`src/rtl/shifter_settle_sequencer.sv`:
```
// -----------------------------------------------------------------------------
// shifter_settle_sequencer
//
// Sequential wrapper around a 4-bit combinational rotate-left barrel shifter.
// It accepts a word and a total rotate amount over a valid/ready handshake.
// It then walks the shifter through one or more passes of at most 3 positions.
// In each pass, sh_a/sh_s are held stable for SETTLE_CYCLES clocks before sh_o
// is captured. Each captured value becomes the data for the next pass. After
// the last pass, the result is presented on out_data until the consumer takes it.
//
// Ports:
//   clk, rst_n          clock (rising edge) / asynchronous active-low reset
//   in_valid, in_ready  request handshake (in_ready high only while idle)
//   in_data, in_amt     word to rotate, total rotate-left amount
//   sh_a, sh_s          data / select driven to the shifter (registered)
//   sh_o                shifter output, sampled at the end of each pass
//   out_valid,out_ready result handshake
//   out_data            final rotated word (registered, held until accepted)
// -----------------------------------------------------------------------------
module shifter_settle_sequencer #(
   parameter int SETTLE_CYCLES = 8,
   parameter int AMT_W         = 4
) (
   input  logic             clk,
   input  logic             rst_n,
   input  logic             in_valid,
   output logic             in_ready,
   input  logic [3:0]       in_data,
   input  logic [AMT_W-1:0] in_amt,
   output logic [3:0]       sh_a,
   output logic [1:0]       sh_s,
   input  logic [3:0]       sh_o,
   output logic             out_valid,
   input  logic             out_ready,
   output logic [3:0]       out_data
);

   // A counter of at least one bit, so that SETTLE_CYCLES=1 still elaborates.
   localparam int CNT_W = (SETTLE_CYCLES > 1) ? $clog2(SETTLE_CYCLES) : 1;
   localparam logic [CNT_W-1:0] CNT_LOAD = CNT_W'(SETTLE_CYCLES - 1);

   typedef enum logic [1:0] {
      IDLE   = 2'd0,
      SETTLE = 2'd1,
      OUT    = 2'd2
   } state_t;

   state_t           state_q, state_d;
   logic [3:0]       sh_a_q, sh_a_d;
   logic [1:0]       sh_s_q, sh_s_d;
   logic [3:0]       out_data_q, out_data_d;
   logic             out_valid_q, out_valid_d;
   logic [CNT_W-1:0] cnt_q, cnt_d;
   logic [AMT_W-1:0] rem_q, rem_d;

   logic [1:0]       in_step;
   logic [1:0]       rem_step;

   // One pass can rotate by at most 3 positions (the shifter's select range).
   function automatic logic [1:0] step_of(input logic [AMT_W-1:0] amt);
      if (amt > AMT_W'(3)) begin
         return 2'd3;
      end
      return amt[1:0];
   endfunction

   assign in_step  = step_of(in_amt);
   assign rem_step = step_of(rem_q);

   always_comb begin
      state_d     = state_q;
      sh_a_d      = sh_a_q;
      sh_s_d      = sh_s_q;
      out_data_d  = out_data_q;
      out_valid_d = out_valid_q;
      cnt_d       = cnt_q;
      rem_d       = rem_q;

      case (state_q)
         IDLE: begin
            // in_ready is implied by being in IDLE.
            if (in_valid) begin
               sh_a_d  = in_data;
               sh_s_d  = in_step;
               rem_d   = in_amt - AMT_W'(in_step);
               cnt_d   = CNT_LOAD;
               state_d = SETTLE;
            end
         end

         SETTLE: begin
            if (cnt_q != '0) begin
               cnt_d = cnt_q - CNT_W'(1);
            end else if (rem_q == '0) begin
               out_data_d  = sh_o;
               out_valid_d = 1'b1;
               state_d     = OUT;
            end else begin
               // Feed the settled result back for another pass.
               sh_a_d = sh_o;
               sh_s_d = rem_step;
               rem_d  = rem_q - AMT_W'(rem_step);
               cnt_d  = CNT_LOAD;
            end
         end

         OUT: begin
            // No bypass to IDLE acceptance: a new request waits one more edge.
            if (out_ready) begin
               out_valid_d = 1'b0;
               state_d     = IDLE;
            end
         end

         default: begin
            state_d = IDLE;
         end
      endcase
   end

   always_ff @(posedge clk or negedge rst_n) begin
      if (!rst_n) begin
         state_q     <= IDLE;
         sh_a_q      <= '0;
         sh_s_q      <= '0;
         out_data_q  <= '0;
         out_valid_q <= 1'b0;
         cnt_q       <= '0;
         rem_q       <= '0;
      end else begin
         state_q     <= state_d;
         sh_a_q      <= sh_a_d;
         sh_s_q      <= sh_s_d;
         out_data_q  <= out_data_d;
         out_valid_q <= out_valid_d;
         cnt_q       <= cnt_d;
         rem_q       <= rem_d;
      end
   end

   assign in_ready  = (state_q == IDLE);
   assign sh_a      = sh_a_q;
   assign sh_s      = sh_s_q;
   assign out_data  = out_data_q;
   assign out_valid = out_valid_q;

endmodule

```
`config.mk`:
```
export PLATFORM = sky130hd
export DESIGN_NAME = shifter_settle_sequencer
export DESIGN_NICKNAME = d
export VERILOG_FILES = /design/src/rtl/shifter_settle_sequencer.sv
export SDC_FILE = /design/constraint.sdc
export NUM_CORES = 1
export LEC_CHECK = 0
export ABC_AREA = 1
export CORE_MARGIN = 2
export CORE_UTILIZATION = 35
export CTS_CLUSTER_DIAMETER = 120
export DETAILED_ROUTE_END_ITERATION = 10
export PLACE_DENSITY = 0.7
export RECOVER_POWER = 50
export SYNTH_ARGS = -nofsm -noshare
export SYNTH_HDL_FRONTEND = slang
export SYNTH_SLANG_ARGS = --single-unit
```
`constraint.sdc`:
```
create_clock -name clk -period 2.3 [get_ports clk]
set_clock_uncertainty 0.2 [all_clocks]
set_input_delay 0.23 -clock clk [delete_from_list [all_inputs] [get_ports clk]]
set_output_delay 0.23 -clock clk [all_outputs]
set_load 0.02 [all_outputs]
```
==> summary.md <==
| Metric | Value |
|---|---|
| Outcome | `complete, no violations` |
| Ports | `28` |
| Syn Inst Count | `between 100 and 150` |
| Via count | `roughly 1k` |
| Nets | `192` |
| Detail Route Antenna Nets | `0` |
| Post-synthesis adder-cell area fraction | `about 4.4%` |
| CTS Buffer Depth | `2` |
| Chip Width | `approximately 61 um` |
| Total Routing Usage GR | `~16%` |
| Achievable Freq | `0.506 GHz` |
| Die area | `between 3000 and 4000 um2` |
| Worst-path cell chain | `nor2_2 -> clkdlybuf4s50_1` |
| CORE AREA | `a little over 3000 um2` |
| Post-route clock period utilization | `between 80% and 90%` |
| Ant. Diodes | `0` |
| Area leader, netlist | `dfrtp_1` |
| Flops & latches, synth | `20` |
| RSZ-0062 raised after global routing | `no` |
| Synth Area in Compound Gates | `between 10% and 20%` |
| Non-Filler Instances | `between 200 and 250` |
| Gpl congestion | `0.802` |
| Leak Pwr | `between 0.7 and 0.8 nW` |
| Input/output buffers | `27` |
| Final HPWL DP | `between 1500 and 2000 um` |
| Ys flop type | `dfrtp_1` |
| Die H | `just over 60 um` |
| Area fraction of the dominant cell type after synthesis | `between 40 and 50%` |
| Final setup vio count | `0` |
| Critical Path RT | `approximately 1900 ps` |
| CTS tree | `done` |
| Drc violations | `0` |
| Sequential share of the synthesized area | `~44%` |
| Max stage delay on crit path | `630 ps` |
| Hold Vio Cnt, Final | `0` |
| YS warnings | `0` |
| Initial Util | `between 30 and 40%` |
| Layer with the highest usage | `met2` |
| Design Power | `around 2.0 mW` |
| Pwr/cell area | `1390 nW/um2` |
| DRT Pass-1 Iters | `4` |
| Crit path capture type | `output port` |
| Mapped Nets | `between 150 and 200` |
| WS Path Type | `flip-flop to output port` |
| WL/cell | `about 11 um` |
| Clk_lat worst skew | `about 310 ps` |
| Sink Count | `20` |
| Worst VDD drop | `between 300 and 400 uV` |
| Ys async rst share | `100%` |
| Post-synthesis cell type count | `24` |
| Root buffer cell | `clkbuf_4` |
| Iter 0 DRT Violations | `a little over 60` |
| Fill cell total of the finished layout | `approximately 300` |
| Arr. time, crit path | `between 1500 and 2000 ps` |
| Number of enable flip-flop cells after synthesis | `0` |
| Vias in the first global route | `about 990` |
| Largest net degree at the start of global routing | `21` |
| Worst Max-Slew Pin Slew | `1110 ps` |
| Met1 Usage GRT | `approximately 16%` |
| Top post-synthesis cells by area | `dfrtp_1 (44%), nand2_1 (18%), inv_1 (4.6%)` |
| Final WL | `2470 um` |
| Crit Path Max Fanout | `6` |
| Worst slew margin | `roughly a quarter` |
| Final max-slew violation count | `0` |
| First-pass GRT wire length | `4180 um` |
| Clock slew at reported path FFs | `between 100 and 150 ps` |
| Largest family of logic cells by synthesized area | `simple AND/OR/NAND/NOR gates` |
| Cell family with most CP delay | `buffers and inverters` |
| Worst path slowest cell | `clkdlybuf4s50_1` |
| Mux contribution to synthesized area | `0%` |
| CTS-repair resized insts | `0` |
| Share of layout cells above drive strength 1 | `around an eighth` |
| Multi-input combinational cell area | `539 um2` |
| # hold bufs at CTS | `0` |
| Row cnt | `20` |
| Area grow syn2layout | `28.2%` |
| Syn avg cell area | `8.06 um2` |
| Max-Cap Viols | `0` |
| Grt met2 use | `between 20% and 30%` |
| H-tree levels | `1` |
| GRT Residual Overflow | `0` |
| Routing usage on met3 | `between 3 and 4%` |
| Via/cell ratio | `~4.7` |
| Critical Path Source Type | `flip-flop` |
| FF+latch area | `500 um2` |
| Final min period | `roughly 2000 ps` |
| # placed instances | `about 210` |
| Post-CTS setup buffers | `0` |
| Post-synthesis xor/xnor area fraction | `0.765%` |
| Syn Std Cell Area | `~1100 um2` |
| Setup TNS | `0 ps` |
| CTS Buf Count | `3` |
| CP bufs+invs | `1` |
| Antenna violations before repair | `0` |
| Hold Crit Class | `primary input to flip-flop` |
| Post-Synth Simple-Gate Area | `around a third` |
## report_power, final
group	leakage [nW]	total (mW)	internal, mW	switching (mW)
clock network	0.0210	0.210	0.0969	0.113
logic	0.452	1.21	0.490	0.716
registers	0.238	0.626	0.515	0.111
total	0.711	2.04	1.10	0.940
## worst reg2reg max path: stages, from the launching register on
cell and delay, ps:
dfrtp_1 410, inv_1 130, nand2_2 180, inv_1 320, nand4_1 360, nand2_1 160
o31ai_1 80
## state kept, by name (all words and copies together), names as in the netlist
signal     cells
cnt_q          3
sh_s           2
sh_a           4
out_valid      1
state_q        2
out_data       4
rem_q          4
## metrics by stage
step                hold slack [ps]  setup WS, ps  utilization, %  instance area [um2]
floorplan                      -266           672               -                 1140
global placement                264           385            47.1                 1450
detailed placement              276           361            47.1                 1450
CTS                            61.1           309            48.3                 1490
global route                    291           162            47.7                 1470
finish                          284           324            47.7                 1470
## worst paths after layout
path | start | to | slack (ps) | cells past startpoint
max | state_q[0] | in_ready | 320 | 2
min | sh_o[1] | out_data[1] | 280 | 3
max reg2reg | state_q[1] | out_data[2] | 360 | 6
min reg2reg | sh_s[0] | sh_s[0] | 290 | 2
max in group asynchronous | rst_n | rem_q[1] | 810 | 2
min in group asynchronous | rst_n | out_valid | 440 | 2
## cells by family after synthesis
group / count (synthesis)
adder cells (fa/ha/maj): 4
flip-flops: 20
XOR/XNOR: 1
buffers and inverters: 19
AO/OA/AOI/OAI: 22
AND/OR/NAND/NOR: 76
## area by class of cell
class                           instances  share of cell area [%]
Tap cell                               44                    3.75
Multi-Input combinational cell        103                    36.7
Sequential cell                        20                    34.1
Inverter                               16                    4.26
Timing Repair Buffer                   28                    18.7
Clock buffer                            4                    2.47
## per-layer routing
metal	part of all wire, %	vias up	routed length [um]
met1	40	456	984
met5	0	-	0
met4	3.2	0	78
met2	51	30	1270
met3	5.6	6	139
li1	-	509	-
## cell usage in the layout, fill, tap and decap left out, drive strengths merged
cell	Yosys	final
clkbuf	0	5
nor2	8	8
o21ai	18	18
nand3b	1	1
or2	1	1
nand3	4	4
dfrtp	20	20
nand4	1	1
nand2	61	61
ha	4	4
xor2	1	1
o31ai	2	2
inv	16	16
dlygate4sd3	0	2
clkdlybuf4s50	0	25
a21oi	2	2
## cells in the mapped netlist, types with 3 or more instances
cell     count
nand2_1     56
dfrtp_1     20
inv_1       14
o21ai_0      8
nor2_1       5
o21ai_1      5
o21ai_2      5
ha_1         4
nand2_2      4
nand3_1      3
Note: power is estimated with default switching activity, not from simulation.
